$ cat config.mk
export PLATFORM = sky130hd
export DESIGN_NAME = div_restoring_flat
export DESIGN_NICKNAME = d
export VERILOG_FILES = /design/src/rtl/div_restoring_pkg.sv /design/src/rtl/div_restoring_if.sv /design/src/rtl/div_restoring_core.sv /design/src/rtl/div_restoring.sv /design/src/flat_wrapper.sv
export SDC_FILE = /design/constraint.sdc
export NUM_CORES = 1
export LEC_CHECK = 0
export CORE_ASPECT_RATIO = 0.9
export CORE_UTILIZATION = 40
export DETAILED_ROUTE_END_ITERATION = 10
export PLACE_DENSITY_LB_ADDON = 0.25
export SYNTH_ARGS = -nofsm -noshare
export SYNTH_HDL_FRONTEND = slang
export SYNTH_SLANG_ARGS = --single-unit
$ cat constraint.sdc
create_clock -name clk -period 4.81 [get_ports clk]
set_input_delay 0.481 -clock clk [delete_from_list [all_inputs] [get_ports clk]]
set_output_delay 0.481 -clock clk [all_outputs]
set_load 0.1 [all_outputs]
$ cat src/rtl/div_restoring_pkg.sv
// div_restoring_pkg
// Shared definitions for the restoring divider slice: FSM state encoding,
// operand-select codes for the single-bus loader, and the quotient value
// reported when the divisor is zero.
package div_restoring_pkg;

    typedef enum logic [1:0] {
        IDLE = 2'd0,
        RUN  = 2'd1,
        DONE = 2'd2
    } state_t;

    typedef enum logic [1:0] {
        SEL_DIVD_LO = 2'd0,
        SEL_DIVD_HI = 2'd1,
        SEL_DIVR    = 2'd2,
        SEL_NONE    = 2'd3
    } sel_t;

    // Wide enough for any practical size; users slice off 2*size bits.
    localparam logic [63:0] DBZ_QUOTIENT = '1;

endpackage

$ cat src/rtl/div_restoring_if.sv
// div_restoring_if
// Operand-load and result bus of the restoring divider.
//   start        begin a division with the held operands
//   sel, set     operand select and active-low write strobe
//   currIn       operand data
//   busy, done   handshake (done is a one-cycle pulse)
//   div_by_zero  divisor was zero for the last result
//   quotient     2*size-bit result, remainder size-bit result
// master: the side that loads operands; slave: the divider.
interface div_restoring_if #(parameter int size = 8);

    logic                  start;
    logic [1:0]            sel;
    logic                  set;
    logic [size-1:0]       currIn;
    logic                  busy;
    logic                  done;
    logic                  div_by_zero;
    logic [2*size-1:0]     quotient;
    logic [size-1:0]       remainder;

    modport master (
        output start, sel, set, currIn,
        input  busy, done, div_by_zero, quotient, remainder
    );

    modport slave (
        input  start, sel, set, currIn,
        output busy, done, div_by_zero, quotient, remainder
    );

endinterface

$ cat src/rtl/div_restoring_core.sv
// div_core
// Iterative restoring divider, one quotient bit per clock.
// Ports:
//   clk, rst               clock, synchronous active-high reset
//   start                  begin a division (honoured only in IDLE)
//   dividend, divisor      operands, snapshotted on an accepted start
//   busy, done             RUN-state flag, one-cycle completion pulse
//   div_by_zero            last accepted start had a zero divisor
//   quotient, remainder    result registers, updated when done rises
module div_core
    import div_restoring_pkg::*;
#(
    parameter int size = 8
) (
    input  logic                clk,
    input  logic                rst,
    input  logic                start,
    input  logic [2*size-1:0]   dividend,
    input  logic [size-1:0]     divisor,
    output logic                busy,
    output logic                done,
    output logic                div_by_zero,
    output logic [2*size-1:0]   quotient,
    output logic [size-1:0]     remainder
);

    localparam int            CW   = $clog2(2*size) + 1;
    localparam logic [CW-1:0] LAST = CW'(2*size - 1);

    state_t              state, state_next;
    logic [CW-1:0]       count;
    // Dividend bits shift out of the top while quotient bits shift in at
    // the bottom, so after 2*size steps this register holds the quotient.
    logic [2*size-1:0]   dq;
    logic [size-1:0]     dvsr;
    logic [size-1:0]     r;
    logic [size:0]       r_shift;
    logic [size-1:0]     r_diff;
    logic                fits;
    logic [size-1:0]     r_next;

    // Trial subtraction for the current step. The difference only needs
    // size bits because it is used solely when r_shift >= divisor.
    always_comb begin
        r_shift = {r, dq[2*size-1]};
        r_diff  = r_shift[size-1:0] - dvsr;
        fits    = (r_shift >= {1'b0, dvsr});
        r_next  = fits ? r_diff : r_shift[size-1:0];
    end

    // State register.
    always_ff @(posedge clk) begin
        if (rst)
            state <= IDLE;
        else
            state <= state_next;
    end

    // Next state and handshake outputs.
    always_comb begin
        state_next = state;
        busy       = 1'b0;
        done       = 1'b0;
        case (state)
            IDLE: begin
                if (start)
                    state_next = (divisor == '0) ? DONE : RUN;
            end
            RUN: begin
                busy = 1'b1;
                if (count == LAST)
                    state_next = DONE;
            end
            DONE: begin
                done       = 1'b1;
                state_next = IDLE;
            end
            default: state_next = IDLE;
        endcase
    end

    // Datapath: snapshot on start, iterate in RUN, latch results on the
    // final iteration (or immediately for a zero divisor).
    always_ff @(posedge clk) begin
        if (rst) begin
            count       <= '0;
            dq          <= '0;
            dvsr        <= '0;
            r           <= '0;
            quotient    <= '0;
            remainder   <= '0;
            div_by_zero <= 1'b0;
        end else begin
            case (state)
                IDLE: begin
                    if (start) begin
                        count <= '0;
                        dq    <= dividend;
                        dvsr  <= divisor;
                        r     <= '0;
                        if (divisor == '0) begin
                            quotient    <= DBZ_QUOTIENT[2*size-1:0];
                            remainder   <= dividend[size-1:0];
                            div_by_zero <= 1'b1;
                        end else begin
                            div_by_zero <= 1'b0;
                        end
                    end
                end
                RUN: begin
                    count <= count + 1'b1;
                    dq    <= {dq[2*size-2:0], fits};
                    r     <= r_next;
                    if (count == LAST) begin
                        quotient  <= {dq[2*size-2:0], fits};
                        remainder <= r_next;
                    end
                end
                default: ;
            endcase
        end
    end

endmodule

$ cat src/rtl/div_restoring.sv
// div_restoring
// Top of the restoring divider: operand registers loaded over a single
// select-and-set bus, the iterative core, and optional hex display.
// Ports:
//   clk, rst        clock, synchronous active-high reset
//   bus             div_restoring_if slave (start/sel/set/currIn in,
//                   busy/done/div_by_zero/quotient/remainder out)
//   disp0..disp3    active-low seven-segment patterns of quotient[15:0],
//                   disp0 = most-significant nibble
// Build option DIV_HEX_DISPLAY_EN: when defined, four hexSevenSegmentDecoder
// instances drive the displays; otherwise all displays are blank (8'hFF).

`ifdef DIV_HEX_DISPLAY_EN
// Active-low segments, bit order {dp, g, f, e, d, c, b, a}.
module hexSevenSegmentDecoder (
    input  logic [3:0] nibble,
    output logic [7:0] segments
);
    always_comb begin
        segments = 8'hFF;
        case (nibble)
            4'h0: segments = 8'hC0;
            4'h1: segments = 8'hF9;
            4'h2: segments = 8'hA4;
            4'h3: segments = 8'hB0;
            4'h4: segments = 8'h99;
            4'h5: segments = 8'h92;
            4'h6: segments = 8'h82;
            4'h7: segments = 8'hF8;
            4'h8: segments = 8'h80;
            4'h9: segments = 8'h90;
            4'hA: segments = 8'h88;
            4'hB: segments = 8'h83;
            4'hC: segments = 8'hC6;
            4'hD: segments = 8'hA1;
            4'hE: segments = 8'h86;
            4'hF: segments = 8'h8E;
            default: segments = 8'hFF;
        endcase
    end
endmodule
`endif

module div_restoring
    import div_restoring_pkg::*;
#(
    parameter int size = 8
) (
    input  logic             clk,
    input  logic             rst,
    div_restoring_if.slave   bus,
    output logic [7:0]       disp0,
    output logic [7:0]       disp1,
    output logic [7:0]       disp2,
    output logic [7:0]       disp3
);

    logic [2*size-1:0] dividend;
    logic [size-1:0]   divisor;

    // Operand registers stay writable during a division; the core works
    // from its own snapshot so mid-run writes cannot disturb it.
    always_ff @(posedge clk) begin
        if (rst) begin
            dividend <= '0;
            divisor  <= '0;
        end else if (!bus.set) begin
            case (sel_t'(bus.sel))
                SEL_DIVD_LO: dividend[size-1:0]      <= bus.currIn;
                SEL_DIVD_HI: dividend[2*size-1:size] <= bus.currIn;
                SEL_DIVR:    divisor                 <= bus.currIn;
                default: ;
            endcase
        end
    end

    div_core #(.size(size)) u_core (
        .clk         (clk),
        .rst         (rst),
        .start       (bus.start),
        .dividend    (dividend),
        .divisor     (divisor),
        .busy        (bus.busy),
        .done        (bus.done),
        .div_by_zero (bus.div_by_zero),
        .quotient    (bus.quotient),
        .remainder   (bus.remainder)
    );

`ifdef DIV_HEX_DISPLAY_EN
    hexSevenSegmentDecoder u_hex0 (.nibble(bus.quotient[15:12]), .segments(disp0));
    hexSevenSegmentDecoder u_hex1 (.nibble(bus.quotient[11:8]),  .segments(disp1));
    hexSevenSegmentDecoder u_hex2 (.nibble(bus.quotient[7:4]),   .segments(disp2));
    hexSevenSegmentDecoder u_hex3 (.nibble(bus.quotient[3:0]),   .segments(disp3));
`else
    assign disp0 = 8'hFF;
    assign disp1 = 8'hFF;
    assign disp2 = 8'hFF;
    assign disp3 = 8'hFF;
`endif

endmodule

$ cat src/flat_wrapper.sv
// flat-port wrapper written by rule: the top's interface ports become plain ports
module div_restoring_flat import div_restoring_pkg::*;
#(
    parameter int size = 8
)
  (clk, rst, disp0, disp1, disp2, disp3, bus_start, bus_sel, bus_set, bus_currIn, bus_busy, bus_done, bus_div_by_zero, bus_quotient, bus_remainder);
  div_restoring_if #(.size(size)) bus_i ();
  input  logic clk;
  input  logic rst;
  output logic [7:0] disp0;
  output logic [7:0] disp1;
  output logic [7:0] disp2;
  output logic [7:0] disp3;
  input wire logic [$bits(bus_i.start)-1:0] bus_start;
  input wire logic [$bits(bus_i.sel)-1:0] bus_sel;
  input wire logic [$bits(bus_i.set)-1:0] bus_set;
  input wire logic [$bits(bus_i.currIn)-1:0] bus_currIn;
  output wire logic [$bits(bus_i.busy)-1:0] bus_busy;
  output wire logic [$bits(bus_i.done)-1:0] bus_done;
  output wire logic [$bits(bus_i.div_by_zero)-1:0] bus_div_by_zero;
  output wire logic [$bits(bus_i.quotient)-1:0] bus_quotient;
  output wire logic [$bits(bus_i.remainder)-1:0] bus_remainder;
  assign bus_i.start = bus_start;
  assign bus_i.sel = bus_sel;
  assign bus_i.set = bus_set;
  assign bus_i.currIn = bus_currIn;
  assign bus_busy = bus_i.busy;
  assign bus_done = bus_i.done;
  assign bus_div_by_zero = bus_i.div_by_zero;
  assign bus_quotient = bus_i.quotient;
  assign bus_remainder = bus_i.remainder;
  div_restoring #(.size(size)) u_core (.clk(clk), .rst(rst), .bus(bus_i), .disp0(disp0), .disp1(disp1), .disp2(disp2), .disp3(disp3));
endmodule
## After elaboration in Yosys (flattened, before gate mapping)

Index checks and enable logic that the tools add are counted.

- Register bits after elaboration: 88
- Input port bits: 14
- Output and inout bits: 59

- Add/sub/neg operators: 2
- Magnitude comparators: 1
- Eq/ne operators: 8
- Multiplexer cells: 22
- Bitwise operators: 1
- Reduce and logical (&&, ||, !) cells: 11

Operators with widths:

| kind | count |
|---|---|
| two-way mux 16 bit | 4 |
| one-hot mux 16 bit (2 select lines) | 2 |
| two-way mux 8 bit | 5 |
| one-hot mux 8 bit (2 select lines) | 2 |
| AND reduction 2 bit | 6 |
| one-hot mux 5 bit (2 select lines) | 1 |
| greater-or-equal comparator 9 x 8 -> 1 bit | 1 |
| logical NOT 8 bit | 1 |
| subtractor 8 bit | 1 |
| two-way mux 2 bit | 3 |
| != test 2 bit, second input constant | 3 |
| adder 5 x 1 -> 5 bit, second input constant | 1 |
| == test 5 x 4 -> 1 bit, second input constant | 1 |
| two-way mux 5 bit | 1 |
| == test 2 x 1 -> 1 bit, second input constant | 2 |
| == test 2 bit, second input constant | 2 |
| logical NOT 2 bit | 2 |
| one-hot mux 2 bit (2 select lines) | 1 |
| AND reduction 4 bit | 1 |
| two-way mux 1 bit | 3 |
| nonzero test 2 bit | 1 |
| NOT 1 bit | 1 |

## Logic depth before layout (Yosys ltp)

Gate-level depths: netlist (run 1).

- Word-level depth: 4
- Depth in mapped cells: 9

## Modules after synthesis

A second synthesis (run 1) with hierarchy kept.

- Cells, all modules: 486
- Area total of the unflattened synthesis: 4239.1 µm²

Modules (own cells, without submodules):

| module | instances | cells an instance | area each (µm²) | sequential area each (µm²) |
|---|---|---|---|---|
| div_core | 1 | 365 | 3006.6 | 1281.2 |
| div_restoring | 1 | 121 | 1232.4 | 480.5 |

## Worst setup path after synthesis (run 1)

Ideal clock, no wire load.

- Path type: register to register
- Start point: register u_core.u_core.state[1]
- End point: register u_core.u_core.remainder[7]
- Setup time: 86 ps
- Arrival: 2265 ps
- Data required time: 4724 ps
- Setup slack: 2460 ps
- Stages on the path, launching flop included: 8
- Path buffers: 2
- Cell sequence: dfxtp_1 > nand2b_1 > buf_2 > inv_1 > clkbuf_1 > nor3_1 > a211o_1 > a211oi_1

- Word-level cells in the longest chain between the ends: 3
- Elaborated cells on any way between the ends: 8
- Classes of those cells: 4 x eq/ne; 1 x mux; 3 x reduce/logical

RTL lines:

| what | line | text |
|---|---|---|
| start: declaration | div_restoring_core.sv:30 | `state_t state, state_next;` |
| start signal: assignment | div_restoring_core.sv:56 | `state <= state_next;` |
| == test 2 x 1 -> 1 bit / logical NOT 2 bit (equally long branches) | div_restoring_core.sv:94 | `case (state)` |
| != test 2 bit (no line) / nonzero test 2 bit (equally long branches) | - |  |
| AND reduction 4 bit (no line) | - |  |
| end signal: assignment | div_restoring_core.sv:103 | `remainder <= dividend[size-1:0];` |
| end signal: assignment | div_restoring_core.sv:116 | `remainder <= r_next;` |
| end: declaration | div_restoring_core.sv:24 | `output logic [size-1:0] remainder` |

Several ways; a longest one is shown, not always the timed one.
A chain may end at the register's enable or synchronous reset.

## Worst setup path in the final report (run 1)

- Start point: register u_core.u_core.state[0]
- End point: output bus_busy

- Word-level cells in the longest chain between the ends: 2

RTL lines:

| what | line | text |
|---|---|---|
| == test 2 x 1 -> 1 bit | div_restoring_core.sv:64 | `case (state)` |
| two-way mux 1 bit | div_restoring_core.sv:64 |  |
| end: declaration | flat_wrapper.sv:18 | `output wire logic [$bits(bus_i.busy)-1:0] bus_busy;` |

Every way passes these cells.

==> results_dict.tcl, run 1 <==
set metrics [dict create \
    insertion_delay_ps 340 \
    dr.first_iter.drc_count 177 \
    hold_viol_final 0 \
    instances_no_fill 657 \
    pin_count 73 \
    yosysSeqAreaShare 0.423 \
    cts_setup_buffers 0 \
    post-route-period-util 0.604 \
    cp_slowest_stage_delay_ps 1220 \
    fillCellCount 982 \
    area_growth_pct 15.6 \
    ctsHoldBuffers 0 \
    htreeDepth 3 \
    path_clk_slew_ps 60 \
    die-area_um2 10800 \
    cp_data_arrival_time_ps 2420 \
    vias_per_cell 5.26 \
    diodes 0 \
    netlist_instances 498 \
    cts_tree "done" \
    ys.flop_type "dfxtp_1" \
    start_kind "register" \
    grt_pass1_vias 3153 \
    power.switching_uw 789 \
    grt_pass1_wl_um 15900 \
    grt_usage 0.192 \
    combPwrFrac 0.293 \
    drc_errors 0 \
    antenna_found_initial 0 \
    status "complete, no violations" \
    crit_chain "nand2b_1 > inv_1 > clkdlybuf4s50_1" \
    vias 3453 \
    multi_input_area_um2 2100 \
    max_freq_ghz 0.344 \
    die_h_um 98.8 \
    seqPwrFrac 0.386 \
    num_rows 34 \
    grt.overflow.total 0 \
    drt_first_pass_iters 5 \
    hold_path_class "register to register" \
    dp_hpwl_um 7030 \
    cts.sinks 88 \
    final_antenna_net_count 0 \
    coreArea_um2 9870 \
    sw_frac_of_total 0.375 \
    avgSynthCellArea_um2 8.36 \
    synth_edf_count 0 \
    portBuffers 40 \
    p_int_mw 1.32 \
    ys_ff_latch 88 \
    start_util 0.422 \
    timing.setup.tns_ps 0 \
    max-cap-violations 0 \
    required_ps 4330 \
    numCtsBuffers 9 \
    pwr_density_cell_nw_per_um2 437 \
    slew_headroom 0.338 \
    cts_resized 0 \
    dp_cells 641 \
    worst_pin_slew_ps 990 \
    finalWirelength_um 9610 \
    wl_per_cell_um 14.6 \
    async_reset_ff_frac 0 \
    p_clk_frac 0.321 \
    root_buffer "clkbuf_16" \
    crit_fanout 15 \
    clock_skew_ps 8.47 \
    drive_gt1_frac 0.0527 \
    clock_path_buffers 2 \
    peakVddDrop_mv 0.324 \
    fin_nets 551 \
    gp_congestion 0.859 \
    leakagePower_nw 1.79 \
    place_area_um2 4530 \
    crit_path_top_delay_cell "clkdlybuf4s50_1" \
    rsz0062_at_grt "false" \
    setup_viol 0 \
    synth.cell_area_um2 4160 \
    layout_min_cycle_time_ps 2910 \
    yosysWarningCount 0 \
    die_x_um 110 \
    design_area_um2 4810 \
    crit_path_end_kind "output pin" \
    grt_start_max_net_pins 44 \
    seqCellArea_um2 1760 \
    slew_viol_final 0 \
    critPathKind "register to output pin" \
    ys_types 48 \
]
power by group through the flow:
stage                     clock network, mW  logic [mW]  registers, mW
after global placement                    0       0.610          0.827
after floorplan                           0       0.340           1.00
after CTS                             0.690       0.615          0.813
after global routing                  0.719       0.655          0.820
after detailed placement                  0       0.614          0.829
final                                 0.676       0.616          0.813
synthesized netlist by cell type, types with 2 or more instances:
library cell / count / share of area
dfxtp_1: 88 / 0.42
nor2_1: 74 / 0.067
nand2_1: 71 / 0.064
buf_4: 32 / 0.058
a21oi_1: 24 / 0.029
mux2i_1: 24 / 0.058
a211oi_1: 21 / 0.038
o21ai_0: 20 / 0.024
inv_1: 19 / 0.017
a311oi_1: 18 / 0.038
clkbuf_1: 17 / 0.015
ha_1: 10 / 0.030
nand3_1: 7 / 0.0084
buf_2: 6 / 0.0072
nor3_1: 6 / 0.0072
buf_1: 5 / 0.0045
nand2b_1: 5 / 0.0075
a2111oi_0: 4 / 0.0084
nor3b_1: 4 / 0.0072
nor4_1: 4 / 0.0060
xor2_1: 4 / 0.0084
a21o_1: 3 / 0.0054
a211o_4: 2 / 0.0084
a22oi_1: 2 / 0.0036
a31oi_1: 2 / 0.0030
nand4_1: 2 / 0.0030
nor2b_1: 2 / 0.0030
o21bai_1: 2 / 0.0036
sequential cells by signal, indices dropped and copies added (netlist names):
name	flops
u_core.dividend	16
u_core.divisor	8
u_core.u_core.count	5
u_core.u_core.div_by_zero	1
u_core.u_core.dq	16
u_core.u_core.dvsr	8
u_core.u_core.quotient	16
u_core.u_core.r	8
u_core.u_core.remainder	8
u_core.u_core.state	2
cells by family after synthesis:
logic type,count (synthesis),synth area share
xor+xnor,4,0.00841
simple gates,182,0.186
buf+inv,79,0.102
other cells,1,0.000901
mux,25,0.0604
flops,88,0.423
fa+ha+maj,11,0.0349
compound gates,108,0.184
area by class of cell:
cell class                      instances  share of cell area
Multi-Input combinational cell        362               0.436
Sequential cell                        88               0.366
Timing Repair Buffer                   46              0.0915
Clock buffer                           12              0.0491
Tap cell                              126              0.0328
Inverter                               19              0.0148
Clock inverter                          4             0.00936
worst paths after layout:
kind	start	endpoint	slack (ps)	depth (start not counted)
hold / removal	u_core.u_core.dvsr[6]	u_core.u_core.dvsr[6]	450	2
hold reg to reg	u_core.u_core.dvsr[6]	u_core.u_core.dvsr[6]	450	2
setup reg to reg	u_core.u_core.dvsr[6]	u_core.u_core.remainder[2]	2290	7
setup / recovery	u_core.u_core.state[0]	bus_busy	1900	3
placed cells by master, fill, tap and decap left out, types with 7 or more instances in the layout:
cell type and count:
dfxtp_1 88, nor2_1 74, nand2_1 71, clkdlybuf4s50_1 39, conb_1 32, mux2i_1 24, a21oi_1 24, a211oi_1 21
o21ai_0 20, inv_1 19, a311oi_1 18, ha_1 10, clkbuf_16 9, nand3_1 7
per-stage QoR:
stage | worst slack (ps) | utilization | hold WS, ps | total power [mW]
CTS | 1900 | 0.488 | 455 | 2.12
global placement | 2270 | 0.459 | 448 | 1.44
floorplan | 2460 | - | 436 | 1.34
finish | 1900 | 0.488 | 454 | 2.10
detailed placement | 2230 | 0.459 | 447 | 1.44
global route | 1740 | 0.488 | 479 | 2.19
layer usage:
metal  vias up  track usage  wire, um
met5         -            0         0
met4         0       0.0574        60
met3        10       0.0496       623
met2       116        0.274      4150
met1      1592        0.283      4780
li1       1735            -         -
critical path, delay by kind of cell (launching register included):
family,cells,cell delay (ps)
AND/OR/NAND/NOR,1,100
buffers and inverters,2,1560
flip-flops,1,420
Power figures use the tool's default switching activity.
==> run 2: changes to the inputs <==
clock period = 2.7 ns   (was 4.81 ns; I/O delays follow)
==> results_dict.tcl, run 2 (same netlist as run 1, synthesis figures left out) <==
set metrics [dict create \
    rr_endpoint "u_core.u_core.r[7]" \
    cp_data_arrival_time_ps 2640 \
    clock_path_buffers 2 \
    dp_cells 648 \
    layout_min_cycle_time_ps 2440 \
    hold_path_class "register to register" \
    gp_congestion 0.938 \
    worst_pin_slew_ps 792 \
    cts_resized 0 \
    drt_first_pass_iters 5 \
    pin_count 73 \
    vias 3491 \
    dp_hpwl_um 7460 \
    timing.setup.tns_ps 0 \
    path_clk_slew_ps 70 \
    portBuffers 40 \
    dr.first_iter.drc_count 196 \
    rsz0062_at_grt "false" \
    vias_per_cell 5.27 \
    post-route-period-util 0.902 \
    drive_gt1_frac 0.119 \
    max_freq_ghz 0.410 \
    grt_start_max_net_pins 60 \
    hold_viol_final 0 \
    crit_chain "inv_1 > ha_1 > nand4b_1 > nor2_1 > a211oi_1 > buf_4 > a2111oi_0 > o21ai_0" \
    area_growth_pct 15.8 \
    fin_nets 558 \
    cp_slowest_stage_delay_ps 450 \
    grt.overflow.total 0 \
    insertion_delay_ps 340 \
    slew_viol_final 0 \
    ctsHoldBuffers 0 \
    coreArea_um2 9870 \
    final_antenna_net_count 0 \
    grt_pass1_wl_um 16200 \
    cts_setup_buffers 0 \
    grt_pass1_vias 3218 \
    die_x_um 110 \
    die_h_um 98.8 \
    num_rows 34 \
    layout_commonest_cell "dfxtp_1" \
    grt_usage 0.196 \
    pwr_density_cell_nw_per_um2 789 \
    hp-start "u_core.u_core.dvsr[3]" \
    critPathKind "register to register" \
    top_regs "u_core.dividend: 16 flops, u_core.u_core.dq: 16 flops, u_core.u_core.quotient: 16 flops" \
    hold_depth 2 \
    start_util 0.422 \
    slew_headroom 0.469 \
    status "complete, no violations" \
    numCtsBuffers 9 \
    crit_buf_inv 2 \
    holdPathEnd "u_core.u_core.dvsr[3]" \
    root_buffer "clkbuf_16" \
    cts_tree "done" \
    mostFrequentLayoutCells "dfxtp_1 (88), nor2_1 (74), nand2_1 (71)" \
    crit_fanout 8 \
    max-cap-violations 0 \
    finalWirelength_um 10100 \
    diodes 0 \
    start_kind "register" \
    drc_errors 0 \
    clock_skew_ps 10.2 \
    die-area_um2 10800 \
    r2r_start "u_core.u_core.dvsr[6]" \
    htreeDepth 3 \
    wl_per_cell_um 15.2 \
    leakagePower_nw 1.86 \
    cp_top_family "compound AO/OA/AOI/OAI gates" \
    cts.sinks 88 \
    crit_path_end_kind "register" \
    crit_path_top_delay_cell "a2111oi_0" \
    r2r_slack_ps 260 \
    setup_viol 0 \
    required_ps 2910 \
    peakVddDrop_mv 0.366 \
    rr_worst_depth 8 \
    instances_no_fill 663 \
    antenna_found_initial 0 \
]
[run 2: changes by cell type in the layout (fill, tap and decap cells not counted), sizes merged]
cell,previous run,this run
buf,7,41
clkbuf,12,9
clkdlybuf4s50,39,12
clkinv,3,1
clkinvlp,0,3
inv,19,20
[run 2: area by class of cell]
cell class              count  area (um2)
fillers                   967        5050
multi-input cells         362        2100
flip-flops and latches     88        1760
repair buffers             53         438
clock buffers               9         225
well taps                 126         158
inverters                  19        71.3
clock inverters             6        70.1
[run 2: worst max-delay path by stage]
stage	from	end	cells after the start
3_3_place_gp	u_core.u_core.dvsr[6]	u_core.u_core.remainder[0]	7
5_1_grt	u_core.u_core.dvsr[3]	u_core.u_core.remainder[7]	8
4_1_cts	u_core.u_core.dvsr[6]	u_core.u_core.r[7]	8
6_report	u_core.u_core.dvsr[6]	u_core.u_core.r[7]	8
2_1_floorplan	u_core.u_core.state[1]	u_core.u_core.remainder[7]	7
3_5_place_dp	u_core.u_core.dvsr[6]	u_core.u_core.r[7]	8
[run 2: power breakdown]
group	switching (mW)	leakage, nW	internal, mW
Clock	0.526	0.134	0.716
Combinational	0.866	1.01	0.247
Sequential	0.0601	0.717	1.39
[run 2: metrics by stage]
step                      instance area (um2)  hold slack (ps)  worst slack (ps)   util  total power, mW
after global placement                   4530              445               399  0.459             2.58
after CTS                                4820              451               271  0.489             3.83
after global routing                     4820              473              2.23  0.489             3.97
after floorplan                          4280              417               350      -             2.39
final                                    4820              457               263  0.489             3.80
after detailed placement                 4530              448               287  0.459             2.59
[run 2: layer usage]
layer  vias up  global-route usage  share of wire
met1      1619               0.274           0.48
met2       117               0.299           0.45
met4         0              0.0626          0.011
met3        10              0.0443          0.062
met5         -                   0              0
li1       1745                   -              -
[run 2: worst register-to-register path, cell delays in order, from the launching register on]
cell and delay, ps:
dfxtp_1 330, inv_1 40, ha_1 400, nand4b_1 160
nor2_1 390, a211oi_1 190, buf_4 180, a2111oi_0 450
o21ai_0 180
